<file path="src/rtl/paddle_input_ctrl.sv">
// paddle_input_ctrl: button sync/debounce, left/right arbitration and
// rate-controlled paddle stepping with hold acceleration.
module paddle_input_ctrl #(
  parameter int SYNC_STAGES     = 2,
  parameter int DEBOUNCE_CYCLES = 500000,
  parameter int STEP_PERIOD     = 100000,
  parameter int FAST_PERIOD     = 25000,
  parameter int FAST_AFTER      = 16,
  parameter int PADDLE_INIT     = 320,
  parameter int PADDLE_MIN      = 86,
  parameter int PADDLE_MAX      = 553
) (
  input  logic       clk,
  input  logic       resetb,
  input  logic       leftbutton,
  input  logic       rightbutton,
  input  logic       freeze,
  output logic [9:0] paddlex,
  output logic       left_db,
  output logic       right_db,
  output logic       step,
  output logic       at_limit
);

  localparam int DW =
    (DEBOUNCE_CYCLES > 1) ? $clog2(DEBOUNCE_CYCLES) : 1;
  localparam int SW =
    (STEP_PERIOD > 1) ? $clog2(STEP_PERIOD) : 1;
  localparam int NW = $clog2(FAST_AFTER + 1) > 0 ?
    $clog2(FAST_AFTER + 1) : 1;

  localparam logic [DW-1:0] DB_LAST = DW'(DEBOUNCE_CYCLES - 1);
  localparam logic [SW-1:0] SP_LAST = SW'(STEP_PERIOD - 1);
  localparam logic [SW-1:0] FP_LAST = SW'(FAST_PERIOD - 1);
  localparam logic [NW-1:0] N_SAT   = NW'(FAST_AFTER);
  localparam logic [9:0]    P_INIT  = 10'(PADDLE_INIT);
  localparam logic [10:0]   P_MIN   = 11'(PADDLE_MIN);
  localparam logic [10:0]   P_MAX   = 11'(PADDLE_MAX);
  localparam logic INIT_LIM =
    (PADDLE_INIT == PADDLE_MIN) || (PADDLE_INIT == PADDLE_MAX);

  typedef enum logic [1:0] {
    IDLE,
    MOVE_L,
    MOVE_R,
    BLOCKED
  } state_t;

  logic [SYNC_STAGES-1:0] lsync;
  logic [SYNC_STAGES-1:0] rsync;
  logic [1:0]             sync_s;
  logic [1:0]             db;
  logic [1:0][DW-1:0]     dcnt;

  state_t state;
  state_t state_nx;

  logic          moving;
  logic          fresh;
  logic          fast;
  logic          fire;
  logic [SW-1:0] scnt;
  logic [NW-1:0] nsteps;
  logic [10:0]   px_wide;
  logic [10:0]   px_cand;

  always_ff @(posedge clk or posedge resetb) begin
    if (resetb) begin
      lsync <= '0;
      rsync <= '0;
    end else begin
      lsync <= {lsync[SYNC_STAGES-2:0], leftbutton};
      rsync <= {rsync[SYNC_STAGES-2:0], rightbutton};
    end
  end

  assign sync_s = {rsync[SYNC_STAGES-1], lsync[SYNC_STAGES-1]};

  // Index 0 is the left button, index 1 the right.
  always_ff @(posedge clk or posedge resetb) begin
    if (resetb) begin
      db   <= '0;
      dcnt <= '0;
    end else begin
      for (int i = 0; i < 2; i++) begin
        if (sync_s[i] == db[i]) begin
          dcnt[i] <= '0;
        end else if (dcnt[i] == DB_LAST) begin
          db[i]   <= sync_s[i];
          dcnt[i] <= '0;
        end else begin
          dcnt[i] <= dcnt[i] + DW'(1);
        end
      end
    end
  end

  assign left_db  = db[0];
  assign right_db = db[1];

  always_ff @(posedge clk or posedge resetb) begin
    if (resetb) state <= IDLE;
    else        state <= state_nx;
  end

  always_comb begin
    state_nx = state;
    unique case (state)
      IDLE: begin
        if (!freeze && left_db && !right_db)
          state_nx = MOVE_L;
        else if (!freeze && right_db && !left_db)
          state_nx = MOVE_R;
      end
      MOVE_L: begin
        if (!left_db || freeze) state_nx = IDLE;
      end
      MOVE_R: begin
        if (!right_db || freeze) state_nx = IDLE;
      end
      BLOCKED: begin
        if (!left_db || !right_db) state_nx = IDLE;
      end
      default: state_nx = IDLE;
    endcase
    if (left_db && right_db) state_nx = BLOCKED;
  end

  assign moving = (state == MOVE_L) || (state == MOVE_R);
  assign fast   = (nsteps == N_SAT);

  // fresh marks the first cycle of a move so the first step is immediate.
  assign fire = moving && !freeze &&
    (fresh || scnt == (fast ? FP_LAST : SP_LAST));

  always_ff @(posedge clk or posedge resetb) begin
    if (resetb) begin
      fresh  <= 1'b1;
      scnt   <= '0;
      nsteps <= '0;
    end else begin
      fresh <= !moving;
      if (!moving) begin
        scnt   <= '0;
        nsteps <= '0;
      end else if (fire) begin
        scnt <= '0;
        if (!fast) nsteps <= nsteps + NW'(1);
      end else begin
        scnt <= scnt + SW'(1);
      end
    end
  end

  assign px_wide = {1'b0, paddlex};

  always_comb begin
    px_cand = px_wide;
    if (state == MOVE_L)
      px_cand = (px_wide > P_MIN) ? px_wide - 11'd1 : P_MIN;
    else if (state == MOVE_R)
      px_cand = (px_wide < P_MAX) ? px_wide + 11'd1 : P_MAX;
  end

  // A step at a limit leaves paddlex alone and raises no pulse.
  always_ff @(posedge clk or posedge resetb) begin
    if (resetb) begin
      paddlex  <= P_INIT;
      step     <= 1'b0;
      at_limit <= INIT_LIM;
    end else begin
      step <= 1'b0;
      if (fire && px_cand != px_wide) begin
        paddlex  <= px_cand[9:0];
        step     <= 1'b1;
        at_limit <= (px_cand == P_MIN) || (px_cand == P_MAX);
      end
    end
  end

endmodule

</file>
<file path="config.mk">
export PLATFORM = sky130hd
export DESIGN_NAME = paddle_input_ctrl
export DESIGN_NICKNAME = d
export VERILOG_FILES = /design/src/rtl/paddle_input_ctrl.sv
export SDC_FILE = /design/constraint.sdc
export NUM_CORES = 1
export LEC_CHECK = 0
export BUFFER_PORTS_ARGS = -buffer_cell sky130_fd_sc_hd__buf_2
export CORE_MARGIN = 2
export CORE_UTILIZATION = 62
export CTS_CLUSTER_DIAMETER = 150
export DETAILED_ROUTE_END_ITERATION = 16
export PLACE_DENSITY = 0.8
export SYNTH_ARGS = -nofsm -noshare
export SYNTH_HDL_FRONTEND = slang
export SYNTH_SLANG_ARGS = --single-unit
</file>
<file path="constraint.sdc">
create_clock -name clk -period 3.55 [get_ports clk]
set_clock_uncertainty 0.1 [all_clocks]
set_input_delay 0.71 -clock clk [delete_from_list [all_inputs] [get_ports clk]]
set_output_delay 0.71 -clock clk [all_outputs]
set_load 0.02 [all_outputs]
</file>
After elaboration in Yosys (flattened, before gate mapping)
Cells that the tools add are included.
{"block": "op_classes", "n_addsub": 6, "n_mul": 0, "div": 0, "n_lt_le_gt_ge": 2, "eq_ne": 18, "shifts": 0, "n_mux": 22, "n_bitwise": 2, "reduce_logical": 23}
{"cell": "19-bit 2-to-1 mux", "n": 4}
{"cell": "17-bit 2-to-1 mux", "n": 3}
{"cell": "11-bit 2-to-1 mux", "n": 4}
{"cell": "19-bit by 1-bit adder with 19-bit output (second input constant)", "n": 2}
{"cell": "19-bit == test (second input constant)", "n": 2}
{"cell": "17-bit by 1-bit adder with 17-bit output (second input constant)", "n": 1}
{"cell": "17-bit == test", "n": 1}
{"cell": "5-bit 2-to-1 mux", "n": 3}
{"cell": "2-bit 2-to-1 mux", "n": 6}
{"cell": "10-bit by 1-bit adder with 11-bit output (second input constant)", "n": 1}
{"cell": "11-bit by 10-bit == test with 1-bit output (second input constant)", "n": 1}
{"cell": "11-bit by 7-bit == test with 1-bit output (second input constant)", "n": 1}
{"cell": "11-bit by 10-bit != test with 1-bit output", "n": 1}
{"cell": "10-bit by 1-bit subtractor with 11-bit output (second input constant)", "n": 1}
{"cell": "10-bit by 7-bit > comparator with 1-bit output (second input constant)", "n": 1}
{"cell": "10-bit less-than comparator (second input constant)", "n": 1}
{"cell": "3-bit != test (second input constant)", "n": 3}
{"cell": "1-bit logical AND", "n": 8}
{"cell": "2-bit case mux with 4 select lines", "n": 1}
{"cell": "1-bit logical OR", "n": 6}
{"cell": "2-bit AND reduction", "n": 3}
{"cell": "5-bit by 1-bit adder with 5-bit output (second input constant)", "n": 1}
{"cell": "5-bit == test (second input constant)", "n": 1}
{"cell": "2-bit == test (second input constant)", "n": 2}
{"cell": "10 further kinds", "n": 15}
{"block": "word_totals", "register_bits": 81, "latch_bits": 0, "ramBits": 0, "mem_bits_ro": 0, "input_bits": 5, "out_inout_bits": 14, "n_memories": 0}

Longest topological paths before layout
Gate-level depths: netlist of the first run.
{"block": "logic_depth", "word_depth": 7, "ltp_mapped": 14}

Worst setup path before layout of the first run
No wires, ideal clock.
{"block": "synth_timing", "path_type": "reg-to-reg", "from": "reg paddlex[1]", "to": "reg at_limit", "setup_ns": 0.066, "t_arrival_ns": 3.024, "setup_slack_ns": 0.360, "path_stages_with_launch": 12, "n_path_buf": 1, "cell_sequence": "dfrtp_1 -> buf_2 -> inv_1 -> ha_1 -> or3b_1 -> a21oi_4 -> nor3_2 -> or4_4 -> or4_1 -> nor4b_2 -> a22o_1 -> a31o_1"}
{"block": "synth_via", "elab_chain_cells": 6, "elab_cells_between_ends": 13, "classes_between": "add/sub (2); order compare (2); eq/ne (3); mux (4); reduce/logical (2)"}
{"element": "start, declared", "line": "18", "source": "output logic [9:0] paddlex,"}
{"element": "start signal, assigned", "line": "174", "source": "paddlex <= px_cand[9:0];"}
{"element": "10-bit by 1-bit adder with 11-bit output / 10-bit less-than comparator (equally long branches)", "line": "162", "source": "px_cand = (px_wide < P_MAX) ? px_wide + 11'd1 : P_MAX;"}
{"element": "11-bit 2-to-1 mux", "line": "162"}
{"element": "11-bit 2-to-1 mux", "line": "161", "source": "else if (state == MOVE_R)"}
{"element": "11-bit 2-to-1 mux", "line": "159", "source": "if (state == MOVE_L)"}
{"element": "11-bit by 7-bit == test with 1-bit output, or another cell as far along", "line": "176", "source": "at_limit <= (px_cand == P_MIN) || (px_cand == P_MAX);"}
{"element": "1-bit logical OR / 1-bit logical AND (equally long branches)", "line": "176, 173"}
{"element": "end signal, assigned", "line": "176"}
{"element": "end, declared", "line": "22", "source": "output logic at_limit"}
Parallel ways exist; a longest one is shown, timed or not.
A chain may end at the register's enable or synchronous reset.

Worst setup path in the final report of the first run
{"block": "layout_timing", "from": "reg state[0]", "to": "reg at_limit"}
{"block": "layout_via", "elab_chain_cells": 5, "elab_cells_between_ends": 12, "classes_between": "eq/ne (5); mux (2); reduce/logical (5)"}
{"element": "start, declared", "line": "55", "source": "state_t state;"}
{"element": "start signal, assigned", "line": "103", "source": "else state <= state_nx;"}
{"element": "2-bit == test / 2-bit by 1-bit == test with 1-bit output (equally long branches)", "line": "129, 161, 159"}
{"element": "11-bit 2-to-1 mux / 1-bit logical OR (equally long branches)", "line": "161, 129"}
{"element": "11-bit 2-to-1 mux / 1-bit logical AND (equally long branches)", "line": "159, 133"}
{"element": "11-bit by 7-bit == test with 1-bit output, or another cell as far along", "line": "176"}
{"element": "1-bit logical OR / 1-bit logical AND (equally long branches)", "line": "176, 173"}
Parallel ways exist; a longest one is shown, timed or not.

==> impl_metrics.py, run 1 <==
metrics = {
    "outcome": {
        "status": "finished clean",
    },
    "sta": {
        "worstMarginPinSlew_ns": 0.722,
        "drv_slew": 0,
        "setup_viol_count_final": 0,
        "setup_ws_ns": 0.285,
        "finalCritPeriodShare_pct": 92.0,
        "maxSlewHeadroom_pct": 51.8,
        "period_minus_slack_ns": 3.27,
        "max_freq_ghz": 0.306,
        "rsz0062_at_grt": "no",
        "setup_tns_ns": 0,
        "hold_viol": 0,
    },
    "worst_setup_path": {
        "worst-endpoint-arrival_ns": 3.46,
        "cp-start-kind": "flop",
        "r2r_cells": 10,
        "crit_fanout": 13,
        "r2r-start": "state[0]",
        "endpoint_kind": "flop",
        "endpoint": "at_limit",
        "worstPathRequired_ns": 3.74,
        "criticalPathCategory": "reg -> reg",
        "r2r-end": "at_limit",
        "rrSetupSlack_ns": 0.28,
        "crit_start": "state[0]",
    },
    "final_layout": {
        "diodes": 0,
        "design_area_um2": 5210,
        "layout.cells.most_common": "nor2_1",
        "drive_above_1_share_pct": 12.0,
        "fillCellCount": 621,
        "areaGrowthSynthToFinish_pct": 8.07,
        "regArea_um2": 2030,
        "final_cell_mix": "81 x nor2_1, 78 x dfrtp_1, 43 x nand2_1",
        "multi_input_area_um2": 2600,
        "layout.nets": 568,
    },
    "worst_hold_path": {
        "hold_path_depth": 0,
        "holdCritPathClass": "reg -> reg",
    },
    "logic_synthesis": {
        "yosys.area.top_type": "dfrtp_1",
        "synth.net_count": 554,
        "synth_area_leaders": "dfrtp_1 40%, nor2_1 6.3%, xnor2_1 4.7%",
        "synth_top_area_share_pct": 40.5,
        "synthCells": 538,
        "syn_area_um2": 4820,
        "ys_async_sr_fraction_pct": 100,
        "ys_seq_elements": 81,
        "synth.avg_cell_area_um2": 8.96,
        "ys_warn_count": 0,
        "ys_types": 76,
        "yosys_most_used_dff": "dfrtp_1",
        "ys_seq_area_share_pct": 42.1,
        "synth_edf_count": 0,
    },
    "global_routing": {
        "grt_pass1_wl_um": 18300,
        "gr-usage-all-layers_pct": 26.9,
        "antenna_found_initial": 0,
        "grt_pass1_vias": 3750,
        "grt_overflow": 0,
        "grt_max_degree": 43,
    },
    "pwr": {
        "power.density_nw_per_um2": 635,
        "total_leakage_power_nw": 2.16,
        "irDropWorstVdd_mv": 0.325,
    },
    "routing": {
        "ant_nets": 0,
        "vias": 4029,
        "routed_wl_um": 10800,
        "viasPerCell": 6.11,
        "drcViolationCount": 0,
        "first_pass_iters": 5,
        "wl_per_cell_um": 16.4,
        "drt_iter0_drc": 315,
    },
    "clocking": {
        "htreeDepth": 3,
        "post_cts_buffers": 0,
        "root_buffer": "clkbuf_8",
        "cts_num_sinks": 81,
        "clock_latency_ns": 0.36,
        "cts_hold_buf": 0,
        "post_cts_resized": 0,
        "cts_made_buffers": 9,
        "clock_path_buffers": 2,
        "cts.clk_slew.worst_paths_ns": 0.08,
        "cts_tree": "yes",
    },
    "floorplanning": {
        "initial_core_util_pct": 63.0,
        "die_w_um": 92.2,
        "core_area_um2": 7650,
        "fp-row-count": 32,
        "fp.dieH_um": 92.2,
        "die-area_um2": 8500,
        "io_pins": 19,
    },
    "run": {
        "max-cap-violations": 0,
    },
    "placement": {
        "io_buffer_count": 18,
        "pre_cts_slack_ns": 0.341,
        "dpl_cell_area_um2": 5000,
        "place_congestion": 0.984,
        "hpwl_um": 7460,
    },
}
[per-stage QoR]
step | cells | utilization [%] | total power [mW] | hold slack [ns]
after floorplan | 538 | - | 2.21 | 0.231
after global placement | 643 | 65.3 | 2.54 | 0.233
after detailed placement | 643 | 65.3 | 2.56 | 0.236
after CTS | 659 | 68.1 | 3.29 | 0.254
after global routing | 659 | 68.1 | 3.49 | 0.260
final | 659 | 68.1 | 3.31 | 0.255
[critical path, cell delays in order (launching register included)]
cell and delay [ns]:
dfrtp_1 0.40, inv_1 0.09, ha_1 0.48, nand4b_1 0.32, o2111ai_1 0.27, a22oi_1 0.12
or4_4 0.45, or4_1 0.43, nor4b_2 0.22, a22o_1 0.18, a31o_1 0.14
[synth_stat cells, drive strengths merged (3+ instances only)]
cell type and number:
nand3b 3, clkbuf 16, nand2b 3, mux2 5
and4 5, ha 11, nor4b 7, xor2 24
nor2b 6, o211ai 3, nand3 32, o21a 4
dfrtp 78, or3 11, or4 3, and2 4
inv 19, nor3b 3, nor2 81, nand2 43
a211oi 5, dfstp 3, a31o 3, nand4b 3
and3 9, o21ai 26, nor3 13, nand4 11
o31ai 3, a21oi 21, nor4 4, buf 9
xnor2 26, mux2i 3
[registers in the layout, indices dropped and copies added (netlist names)]
register and count:
paddlex 10, at_limit 1, lsync 2, scnt 17
rsync 2, state 2, db 2, nsteps 5
dcnt 38, fresh 1, step 1
[power by group]
group	internal, mW	total, mW	switching [mW]
sequential	1.02	1.20	0.182
clock	0.367	0.718	0.351
combinational	0.508	1.39	0.880
total	1.90	3.31	1.41
[final cells by class]
cell class              count  area share, %
clock buffers              11           2.91
clock inverters             5           1.18
inverters                  19           1.39
multi-input cells         413           49.9
flip-flops and latches     81           39.0
well taps                 102           2.45
repair buffers             28           3.17
[worst min-delay path by stage]
stage | slack [ns] | endpoint | from
floorplan | 0.23 | lsync[1] | lsync[0]
global placement | 0.23 | rsync[1] | rsync[0]
detailed placement | 0.24 | lsync[1] | lsync[0]
CTS | 0.25 | lsync[1] | lsync[0]
global route | 0.26 | lsync[1] | lsync[0]
finish | 0.26 | lsync[1] | lsync[0]
[cells by family after synthesis]
group,after synthesis,share of synthesized area (%)
compound gates,92,12.8
xor+xnor,50,9.08
fa+ha+maj,11,2.85
buf+inv,44,3.92
flops,81,42.1
mux,8,1.79
simple gates,252,27.4
[routing by layer]
layer | wire length, µm | track usage [%] | vias up
met2 | 4950 | 42.0 | 171
li1 | - | - | 1927
met3 | 754 | 4.77 | 21
met1 | 4970 | 39.0 | 1910
met5 | 0 | 0 | -
met4 | 157 | 7.46 | 0
Power figures use the tool's default switching activity.
==> inputs of run 2 (changes only) <==
- ABC_AREA: unset -> 1
- RECOVER_POWER: unset -> 25
==> run 2 against run 1 <==
Compared with the run above:
- the flow now finishes with violations (max-capacitance violations, max-slew violations)
- first-iteration DRC count shrank 27%
- die area grew 0.49%
- sequential share of layout area is the same
- sequential power shrank 22%
- core utilization is the same
- combinational power shrank 97%
- worst hold slack lost 0.0042 ns
- worst setup slack gained 0.47 ns
- via count grew 5.5%
- cell count grew 16%
- largest cell class unchanged
==> impl_metrics.py, run 2 <==
metrics = {
    "routing": {
        "drcViolationCount": 0,
        "vias": 4250,
        "viasPerCell": 5.54,
        "first_pass_iters": 5,
        "ant_nets": 0,
        "routed_wl_um": 10400,
        "drt_iter0_drc": 229,
        "wl_per_cell_um": 13.5,
    },
    "pwr": {
        "internal_power_mw": 1.25,
        "total_leakage_power_nw": 2.67,
        "power.density_nw_per_um2": 311,
        "swShare_pct": 22.8,
        "finalPower_mw": 1.62,
        "pwr-share-comb_pct": 2.6,
        "switchingPower_uw": 370,
        "irDropWorstVdd_mv": 0.334,
        "seqPwrFrac_pct": 57.7,
        "clkPwrFrac_pct": 39.7,
    },
    "global_routing": {
        "grt_pass1_wl_um": 18300,
        "grt_pass1_vias": 4172,
        "gr-usage-all-layers_pct": 26.7,
        "grt_overflow": 0,
        "grt_max_degree": 34,
        "antenna_found_initial": 0,
    },
    "sta": {
        "maxSlewHeadroom_pct": -11.7,
        "drv_slew": 34,
        "setup_viol_count_final": 0,
        "setup_tns_ns": 0,
        "period_minus_slack_ns": 2.79,
        "max_freq_ghz": 0.358,
        "finalCritPeriodShare_pct": 78.6,
        "rsz0062_at_grt": "no",
        "hold_viol": 0,
        "worstMarginPinSlew_ns": 1.68,
    },
    "worst_setup_path": {
        "crit_start": "state[1]",
        "endpoint_kind": "flop",
        "r2r_cells": 14,
        "cpPeakStageDelay_ns": 0.46,
        "r2r-end": "paddlex[5]",
        "rrSetupSlack_ns": 0.76,
        "cp-start-kind": "flop",
        "critPathBufInv": 2,
        "crit_fanout": 13,
        "criticalPathCategory": "reg -> reg",
        "worst-endpoint-arrival_ns": 2.99,
        "r2r-start": "state[1]",
        "worstPathRequired_ns": 3.75,
        "worstPathCellList": "inv_1 > ha_1 > clkinv_1 > nor2_1 > nand2_1 > nand2_1 > nand2_1 > nand3_1 > nand2_1 > nor2_2 > nand3_4 > nand2_4 > nand2_1 > nand2_1",
        "crit_family": "simple AND/OR/NAND/NOR gates",
        "crit_cells": 14,
        "worst_path_max_delay_cell": "ha_1",
        "crit_top_cell": "nand2_1",
        "endpoint": "paddlex[5]",
    },
    "clocking": {
        "cts_num_sinks": 81,
        "cts.clk_slew.worst_paths_ns": 0.08,
        "post_cts_buffers": 0,
        "cts_tree": "yes",
        "htreeDepth": 3,
        "clock_path_buffers": 2,
        "cts_made_buffers": 9,
        "root_buffer": "clkbuf_8",
        "post_cts_resized": 0,
        "cts_hold_buf": 0,
        "clock_latency_ns": 0.36,
    },
    "logic_synthesis": {
        "synth_edf_count": 0,
        "synthCells": 637,
        "ys_seq_elements": 81,
        "synth_common_cells": "147 x nand2_1, 83 x nor2_1, 78 x dfrtp_1",
        "yosys.area.top_type": "dfrtp_1",
        "ys_seq_area_share_pct": 41.9,
        "ys_warn_count": 0,
        "synthMostInstantiatedCell": "nand2_1",
        "yosys_most_used_dff": "dfrtp_1",
        "synth.net_count": 653,
        "synth.avg_cell_area_um2": 7.61,
        "syn_area_um2": 4850,
        "ys_async_sr_fraction_pct": 100,
        "synth_area_leaders": "dfrtp_1 40%, nand2_1 11%, nor2_1 6.4%",
        "synth_top_area_share_pct": 40.3,
        "ys_types": 45,
    },
    "floorplanning": {
        "fp-row-count": 32,
        "die_w_um": 92.4,
        "die-area_um2": 8540,
        "core_area_um2": 7650,
        "initial_core_util_pct": 63.4,
        "fp.dieH_um": 92.4,
        "io_pins": 19,
    },
    "final_layout": {
        "layout.nets": 676,
        "stdcell_count": 767,
        "utilization_pct": 68.1,
        "drive_above_1_share_pct": 12.5,
        "diodes": 0,
        "largest_reg_flops": 38,
        "reg.largest.list": "dcnt (38), scnt (17), paddlex (10)",
        "regMostFlops": "dcnt",
        "areaGrowthSynthToFinish_pct": 7.51,
        "final_cell_mix": "147 x nand2_1, 83 x nor2_1, 78 x dfrtp_1",
        "fillCellCount": 645,
        "layout.cells.most_common": "nand2_1",
    },
    "run": {
        "max-cap-violations": 1,
    },
    "worst_hold_path": {
        "holdCritPathClass": "reg -> reg",
    },
    "placement": {
        "io_buffer_count": 18,
        "dp_cells": 751,
        "place_congestion": 0.950,
        "hpwl_um": 7540,
    },
    "outcome": {
        "violations": "max-capacitance violations, max-slew violations",
        "status": "finished with violations",
    },
}
==> run 2: cell count changes in the layout (fill, tap and decap cells not counted), moves of 10 or more <==
cell,delta
inv_1,+58
nand2_1,+104
nand2_2,+14
nand3_1,+24
o21ai_0,-11
or3_1,-10
xnor2_1,-20
==> run 2: layout make-up <==
cell class / count / area, µm² / area share (%)
sequential: 81 / 2030 / 39.0
inverter: 84 / 319 / 6.12
tap: 102 / 128 / 2.45
timing repair buffer: 20 / 101 / 1.95
clock buffer: 12 / 165 / 3.17
multi-input combinational: 464 / 2440 / 46.8
clock inverter: 4 / 26.3 / 0.504
==> run 2: worst min-delay path by stage <==
| stage | start | end | slack, ns | depth (start not counted) |
|---|---|---|---|---|
| after floorplan | lsync[0] | lsync[1] | 0.23 | 0 |
| after global placement | lsync[0] | lsync[1] | 0.23 | 0 |
| after detailed placement | lsync[0] | lsync[1] | 0.24 | 0 |
| after CTS | resetb | dcnt[36] | 0.17 | 2 |
| after global routing | lsync[0] | lsync[1] | 0.27 | 0 |
| final | lsync[0] | lsync[1] | 0.25 | 0 |
==> run 2: worst reg2reg max path, stage by stage (launching register included) <==
cell and delay (ns):
dfrtp_1 0.39, inv_1 0.11, ha_1 0.46, clkinv_1 0.42
nor2_1 0.24, nand2_1 0.08, nand2_1 0.07, nand2_1 0.08
nand3_1 0.09, nand2_1 0.07, nor2_2 0.16, nand3_4 0.17
nand2_4 0.15, nand2_1 0.08, nand2_1 0.08
==> run 2: routing by layer <==
layer	part of all wire [%]	routed length, µm	up-vias	global-route usage (%)
li1	-	-	2103	-
met5	0	0	-	0
met4	2.1	221	0	11.1
met1	45	4660	2017	34.8
met3	4.4	454	24	4.96
met2	49	5020	106	43.9
==> run 2: cells by family after synthesis <==
family	share of synthesized area, %
and+or+nand+nor	35.5
adders and majority gates	2.84
muxes	0.904
buffers and inverters	7.75
AOI/OAI and AO/OA	6.07
xor gates and xnor gates	5.06
DFF	41.9
==> run 2: power by group through the flow <==
| stage | registers [mW] | logic, mW | clock network, mW |
|---|---|---|---|
| 2_1_floorplan | 0.952 | 0.0304 | 0 |
| 3_3_place_gp | 0.953 | 0.0427 | 0 |
| 3_5_place_dp | 0.953 | 0.0443 | 0 |
| 4_1_cts | 0.935 | 0.0442 | 0.658 |
| 5_1_grt | 0.936 | 0.0511 | 0.693 |
| 6_report | 0.935 | 0.0420 | 0.643 |
==> run 2: metrics by stage <==
step	setup slack [ns]	hold WS (ns)	instance area, µm²
6_report	0.758	0.251	5210
5_1_grt	0.481	0.267	5210
2_1_floorplan	0.665	0.231	4850
3_3_place_gp	0.906	0.232	5020
3_5_place_dp	0.825	0.237	5020
4_1_cts	0.779	0.167	5210
